<file path="src/rtl/ptp_rx_ts_capture.sv">
// ptp_rx_ts_capture
// Snoops the MAC receive byte stream, samples the free-running time counter
// on the first byte of each frame, and parses Ethernet (optionally one
// 802.1Q tag) for EtherType 0x88F7. For accepted PTP messages the tuple
// {frame-start time, messageType, sequenceId} is queued in a small
// first-word-fall-through FIFO.
//
// Ports:
//   clk, reset         clock, synchronous active-high reset
//   data, enable       received byte, qualified by enable (low between frames)
//   counter_val        free-running time counter
//   ts_rd              pop the head entry (ignored while ts_valid=0)
//   ts_valid           FIFO non-empty
//   ts_time/ts_msg_type/ts_seq_id  registered head entry fields
//   fifo_level         number of entries held
//   overflow_count     events dropped on a full FIFO, saturating
module ptp_rx_ts_capture #(
   parameter int          COUNTER_WIDTH  = 64,
   parameter int          FIFO_DEPTH     = 4,
   parameter int          PREAMBLE_BYTES = 8,
   parameter int          ENABLE_VLAN    = 1,
   parameter logic [15:0] MSG_TYPE_MASK  = 16'h000F
) (
   input  logic                           clk,
   input  logic                           reset,
   input  logic [7:0]                     data,
   input  logic                           enable,
   input  logic [COUNTER_WIDTH-1:0]       counter_val,
   input  logic                           ts_rd,
   output logic                           ts_valid,
   output logic [COUNTER_WIDTH-1:0]       ts_time,
   output logic [3:0]                     ts_msg_type,
   output logic [15:0]                    ts_seq_id,
   output logic [$clog2(FIFO_DEPTH):0]    fifo_level,
   output logic [15:0]                    overflow_count
);

   localparam int AW = $clog2(FIFO_DEPTH);
   localparam int LW = AW + 1;
   localparam int EW = COUNTER_WIDTH + 20;

   // Byte offsets within the frame (index 0 = first enable cycle).
   localparam logic [6:0] E_IDX   = 7'(PREAMBLE_BYTES + 12);
   localparam logic [6:0] H_UNTAG = 7'(PREAMBLE_BYTES + 14);
   localparam logic [6:0] H_TAG   = 7'(PREAMBLE_BYTES + 18);

   typedef enum logic [2:0] {
      WAIT_GAP = 3'd0,
      IDLE     = 3'd1,
      ETH      = 3'd2,
      PTP      = 3'd3,
      DONE     = 3'd4
   } state_t;

   state_t                   state_q, state_d;
   logic [6:0]               idx_q, idx_d;
   logic [COUNTER_WIDTH-1:0] t_sof_q, t_sof_d;
   logic                     tagged_q, tagged_d;
   logic [7:0]               type_hi_q, type_hi_d;
   logic [3:0]               msg_q, msg_d;
   logic [7:0]               seq_hi_q, seq_hi_d;
   logic                     push_req_s;

   logic [EW-1:0]            mem_q [FIFO_DEPTH];
   logic [EW-1:0]            mem_d [FIFO_DEPTH];
   logic [LW-1:0]            wr_ptr_q, wr_ptr_d;
   logic [LW-1:0]            rd_ptr_q, rd_ptr_d;
   logic [EW-1:0]            head_q, head_d;
   logic                     valid_q, valid_d;
   logic [LW-1:0]            level_q, level_d;
   logic [15:0]              ovf_q, ovf_d;

   logic [6:0]               eth_hi_idx_s, h_idx_s, idx_inc_s;
   logic [15:0]              type_s;
   logic                     full_s, empty_s, pop_s, do_push_s, drop_s;
   logic [EW-1:0]            entry_s;

   // Frame parser: next state, byte index and captured header fields.
   always_comb begin
      state_d    = state_q;
      idx_d      = idx_q;
      t_sof_d    = t_sof_q;
      tagged_d   = tagged_q;
      type_hi_d  = type_hi_q;
      msg_d      = msg_q;
      seq_hi_d   = seq_hi_q;
      push_req_s = 1'b0;

      // After a tag the EtherType moves back by four bytes.
      eth_hi_idx_s = tagged_q ? (E_IDX + 7'd4) : E_IDX;
      h_idx_s      = tagged_q ? H_TAG : H_UNTAG;
      idx_inc_s    = (idx_q == 7'd127) ? idx_q : (idx_q + 7'd1);
      type_s       = {type_hi_q, data};

      case (state_q)
         WAIT_GAP: begin
            // A frame already in flight at reset release is never parsed.
            if (!enable) begin
               state_d = IDLE;
            end else begin
               state_d = WAIT_GAP;
            end
         end
         IDLE: begin
            if (enable) begin
               t_sof_d  = counter_val;
               idx_d    = 7'd1;
               tagged_d = 1'b0;
               state_d  = ETH;
            end else begin
               state_d = IDLE;
            end
         end
         ETH: begin
            if (!enable) begin
               state_d = IDLE;
            end else begin
               idx_d = idx_inc_s;
               if (idx_q == eth_hi_idx_s) begin
                  type_hi_d = data;
               end else if (idx_q == eth_hi_idx_s + 7'd1) begin
                  if (type_s == 16'h8100 && ENABLE_VLAN != 0 && !tagged_q) begin
                     tagged_d = 1'b1;
                  end else if (type_s == 16'h88F7) begin
                     state_d = PTP;
                  end else begin
                     state_d = DONE;
                  end
               end else begin
                  state_d = ETH;
               end
            end
         end
         PTP: begin
            if (!enable) begin
               state_d = IDLE;
            end else begin
               idx_d = idx_inc_s;
               if (idx_q == h_idx_s) begin
                  msg_d = data[3:0];
               end else if (idx_q == h_idx_s + 7'd30) begin
                  seq_hi_d = data;
               end else if (idx_q == h_idx_s + 7'd31) begin
                  push_req_s = MSG_TYPE_MASK[msg_q];
                  state_d    = DONE;
               end else begin
                  state_d = PTP;
               end
            end
         end
         DONE: begin
            if (!enable) begin
               state_d = IDLE;
            end else begin
               state_d = DONE;
            end
         end
         default: begin
            state_d = WAIT_GAP;
         end
      endcase
   end

   // Parser state registers.
   always_ff @(posedge clk) begin
      if (reset) begin
         state_q   <= WAIT_GAP;
         idx_q     <= 7'd0;
         t_sof_q   <= '0;
         tagged_q  <= 1'b0;
         type_hi_q <= 8'd0;
         msg_q     <= 4'd0;
         seq_hi_q  <= 8'd0;
      end else begin
         state_q   <= state_d;
         idx_q     <= idx_d;
         t_sof_q   <= t_sof_d;
         tagged_q  <= tagged_d;
         type_hi_q <= type_hi_d;
         msg_q     <= msg_d;
         seq_hi_q  <= seq_hi_d;
      end
   end

   assign entry_s   = {t_sof_q, msg_q, seq_hi_q, data};
   assign empty_s   = (wr_ptr_q == rd_ptr_q);
   assign full_s    = (wr_ptr_q[AW] != rd_ptr_q[AW]) &&
                      (wr_ptr_q[AW-1:0] == rd_ptr_q[AW-1:0]);
   assign pop_s     = ts_rd && !empty_s;
   // A pop in the same cycle frees the slot the push needs.
   assign do_push_s = push_req_s && (!full_s || pop_s);
   assign drop_s    = push_req_s && full_s && !pop_s;

   // FIFO next state; head fields are re-registered from the post-update array.
   always_comb begin
      mem_d    = mem_q;
      wr_ptr_d = wr_ptr_q;
      rd_ptr_d = rd_ptr_q;
      ovf_d    = ovf_q;
      if (do_push_s) begin
         mem_d[wr_ptr_q[AW-1:0]] = entry_s;
         wr_ptr_d                = wr_ptr_q + LW'(1);
      end else begin
         wr_ptr_d = wr_ptr_q;
      end
      if (pop_s) begin
         rd_ptr_d = rd_ptr_q + LW'(1);
      end else begin
         rd_ptr_d = rd_ptr_q;
      end
      if (drop_s && ovf_q != 16'hFFFF) begin
         ovf_d = ovf_q + 16'd1;
      end else begin
         ovf_d = ovf_q;
      end
      head_d  = mem_d[rd_ptr_d[AW-1:0]];
      level_d = wr_ptr_d - rd_ptr_d;
      valid_d = (wr_ptr_d != rd_ptr_d);
   end

   // FIFO storage, pointers and registered outputs.
   always_ff @(posedge clk) begin
      if (reset) begin
         for (int i = 0; i < FIFO_DEPTH; i++) begin
            mem_q[i] <= '0;
         end
         wr_ptr_q <= '0;
         rd_ptr_q <= '0;
         head_q   <= '0;
         valid_q  <= 1'b0;
         level_q  <= '0;
         ovf_q    <= 16'd0;
      end else begin
         mem_q    <= mem_d;
         wr_ptr_q <= wr_ptr_d;
         rd_ptr_q <= rd_ptr_d;
         head_q   <= head_d;
         valid_q  <= valid_d;
         level_q  <= level_d;
         ovf_q    <= ovf_d;
      end
   end

   assign ts_valid       = valid_q;
   assign ts_time        = head_q[EW-1 -: COUNTER_WIDTH];
   assign ts_msg_type    = head_q[19:16];
   assign ts_seq_id      = head_q[15:0];
   assign fifo_level     = level_q;
   assign overflow_count = ovf_q;

endmodule
</file>
<file path="config.mk">
export PLATFORM = sky130hd
export DESIGN_NAME = ptp_rx_ts_capture
export DESIGN_NICKNAME = d
export VERILOG_FILES = /design/src/rtl/ptp_rx_ts_capture.sv
export SDC_FILE = /design/constraint.sdc
export NUM_CORES = 1
export LEC_CHECK = 0
export CAP_MARGIN = 5
export CORE_ASPECT_RATIO = 1.75
export CORE_MARGIN = 10
export CORE_UTILIZATION = 40
export DETAILED_ROUTE_END_ITERATION = 7
export GPL_TIMING_DRIVEN = 0
export PLACE_DENSITY = 0.69
export SYNTH_ARGS = -nofsm -noshare
export SYNTH_HDL_FRONTEND = slang
export SYNTH_SLANG_ARGS = --single-unit
</file>
<file path="constraint.sdc">
create_clock -name clk -period 3.4 [get_ports clk]
set_clock_uncertainty 0.1 [all_clocks]
set_input_delay 0.68 -clock clk [delete_from_list [all_inputs] [get_ports clk]]
set_output_delay 0.68 -clock clk [all_outputs]
set_load 0.02 [all_outputs]
</file>
==> impl_summary.txt <==
----------------------------------------------------
[Timing]
  Final Max Tran Viols ... 0
  Final hold slack ... 405 ps
  TNS Setup ... 0 ps
  Highest clock rate ... 297 MHz
  Slew margin rel. ... 0.185
  Crit path setup slack, layout ... 36.1 ps
  Transition at the pin with the smallest max-transition slack ... 1220 ps
  Final setup viols ... 0
  Hold violation count in the final report ... 0
  Tmin final ... 3360 ps
  Ratio of final minimum period to clock period ... 0.989
  Setup repair after global routing missed its margin ... true

[Synthesis]
  Syn Inst Count ... 2730
  Yosys warnings ... 0
  Most area-consuming cells after synthesis ... dfxtp_1, o21a_1, a21boi_0
  Fraction of the yosys area taken by sequential cells ... 0.436
  Synthesized cell area ... 24900 um2
  Async set-or-reset flop fraction in the synthesized netlist ... 0
  Synthesis-stage register bit count ... 542
  Commonest cells post-synth ... dfxtp_1, and3_1, o21a_1
  Commonest register cell after synthesis ... dfxtp_1
  Count of flip-flops with a built-in enable after synthesis ... 0
  Distinct cells, synth ... 62
  Cell taking the most area after synthesis ... dfxtp_1
  Avg Cell Area, Syn ... 9.12 um2
  Most common cell in the netlist ... dfxtp_1
  Number of nets produced by synthesis ... 2819
  Fraction of synthesized cell area taken by the top area cell type ... 0.436

[Routing]
  Total detailed-routing wirelength ... 90100 um
  Routed len/inst ... 23.7 um
  Routed via count ... 23100
  Post-DRT Antenna Nets ... 0
  Detailed-routing iteration count for the pre-antenna-repair pass ... 5
  Number of DRC violations after detailed-routing iteration 0 ... 1614
  Post-DR vias/cell ... 6.08
  # DRC ... 0

[Floorplanning]
  # rows ... 121
  Ports ... 180
  Chip Height ... 350 um
  Die Wd ... 209 um
  Initial core utilization ... 0.402
  Core Box Area ... 61900 um2
  Die Footprint ... 73100 um2

[Layout]
  Number of inserted filler cells in the final layout ... 5863
  ANT cells ... 0
  Layout cell share with drive strength beyond 1 ... 0.0589
  P&R area growth vs syn ... 19.0%
  Core Util, Final ... 0.479
  Final-stage net count ... 3057

[Global routing]
  Number of antenna violations at the first check in global routing ... 2
  Number of global-route vias before repair ... 23800
  First-pass GRT wire length ... 137000 um
  Largest net degree at the start of global routing ... 15
  Total congestion overflow after global routing ... 0
  Aggregate global-route resource usage ... 0.235

[Critical path]
  Data required, critical path ... 3770 ps
  Kind of start point of the critical path ... register
  Worst Path Arrival ... 3740 ps
  Highest net fanout along the worst path ... 10
  Critical path class ... register to register
  Kind of end point of the critical path ... register

[Clock network]
  Later-pin clock latency in the skew report ... 610 ps
  CTS Root Buffer Type ... clkbuf_16
  CTS tree ... built
  Max H-tree Level ... 2
  Num CTS Buffers ... 52
  Clock transition at the registers of the reported paths ... 70 ps
  Max Buffers Root-to-Sink ... 3
  # clock sinks ... 542

[Run]
  Maximum Capacitance Violations ... 0

[Place]
  DPL Wire Length ... 67100 um
  Post-placement worst setup slack ... -1240 ps
  Number of input and output port buffers inserted ... 177
  Final GP Congestion ... 0.926

[Outcome]
  Result of the run ... finished, final reports clean

[Power]
  Static leakage ... 11.3 nW
  Power density of the placed cells ... 439 nW/um2
  Peak ir drop on the vdd network ... 0.000440 V
  Final Power ... 0.0130 W

[Hold path]
  Hold WC Path Type ... register to register

----------------------------------------------------
-- metal layers --
layer	track usage	share of wire	vias up
met1	0.245	0.36	11200
met5	0	0.00030	-
li1	-	-	10600
met4	0.180	0.080	4
met2	0.418	0.49	942
met3	0.0379	0.062	368
-- worst max-delay path: stages (launching register included) --
cell and delay [ps]:
dfxtp_1 340, inv_1 120, ha_2 230, nand4b_1 190
a2111oi_4 350, buf_4 210, buf_8 150, buf_12 140
nor2b_4 160, mux2_2 380, fa_1 430, xnor3_1 390
nor2_2 50
-- per-stage QoR --
step	cells	area [um2]
after global placement	3706	27700
final	3803	29600
after floorplan	2730	24900
after CTS	3800	29600
after global routing	3803	29600
after detailed placement	3707	27700
-- where the power goes --
group          internal (W)  leakage (nW)  switching [W]  total, W
registers           0.00638          4.37      0.0000464   0.00642
clock network       0.00353         0.860        0.00260   0.00613
logic              0.000145          6.07       0.000313  0.000458
-- final cells by class --
| type | instances | area, um2 | share of cell area |
|---|---|---|---|
| Buffer | 288 | 1210 | 0.0410 |
| Clock buffer | 68 | 1450 | 0.0490 |
| Clock inverter | 22 | 314 | 0.0106 |
| Inverter | 16 | 60.1 | 0.00203 |
| Multi-Input combinational cell | 1881 | 12900 | 0.435 |
| Sequential cell | 542 | 10900 | 0.366 |
| Tap cell | 799 | 1000 | 0.0337 |
| Timing Repair Buffer | 187 | 1870 | 0.0630 |
-- what timing repair did --
action,4_1_cts,5_1_grt
hold buffers,0,0
gates resized for setup,20,26
endpoints found under the setup margin,166,54
buffers inserted,3,6
pin swaps,4,1
-- placed cells by master, fill, tap and decap left out, drive strengths merged, types with 3 or more instances in the layout --
cell / count
a21boi: 336
a21oi: 81
a31oi: 3
and2: 3
and3: 338
buf: 56
bufinv: 7
clkbuf: 309
clkdlybuf4s50: 177
clkinv: 10
clkinvlp: 4
dfxtp: 542
ha: 12
inv: 17
mux2: 3
mux2i: 25
nand2: 148
nand2b: 3
nand3: 12
nand3b: 3
nand4: 87
nand4b: 3
nor2: 50
nor2b: 6
nor3: 10
nor3b: 3
nor4: 5
o211ai: 337
o21a: 338
o21ai: 12
o31ai: 3
o41a: 4
or3: 11
xnor2: 11
xor2: 6
-- cell families (layout without fill, tap and decap cells) --
| group | count (synthesis) | after routing | synth area share |
|---|---|---|---|
| adders and majority gates | 13 | 13 | 0.00683 |
| DFF | 542 | 542 | 0.436 |
| buffers and inverters | 307 | 581 | 0.0496 |
| xor gates and xnor gates | 18 | 18 | 0.00688 |
| muxes | 28 | 28 | 0.0114 |
| and+or+nand+nor | 692 | 692 | 0.155 |
| AOI/OAI and AO/OA | 1130 | 1130 | 0.334 |
-- path summary, 6_finish.rpt --
check	cells after the start	end	startpoint	slack (ps)
setup reg to reg	12	fifo_level[2]	idx_q[1]	40
setup / recovery	12	fifo_level[2]	idx_q[1]	40
hold reg to reg	2	type_hi_q[2]	type_hi_q[2]	400
hold / removal	2	type_hi_q[2]	type_hi_q[2]	400
-- sequential cells by signal, summed over array words and instances (netlist names), 3 cells and up, named ones only --
signal	flops
msg_q	4
rd_ptr_q	3
seq_hi_q	8
overflow_count	16
state_q	3
head_q	84
t_sof_q	64
type_hi_q	8
idx_q	7
fifo_level	3
mem_q	336
wr_ptr_q	3
(Power assumes the default switching activity.)
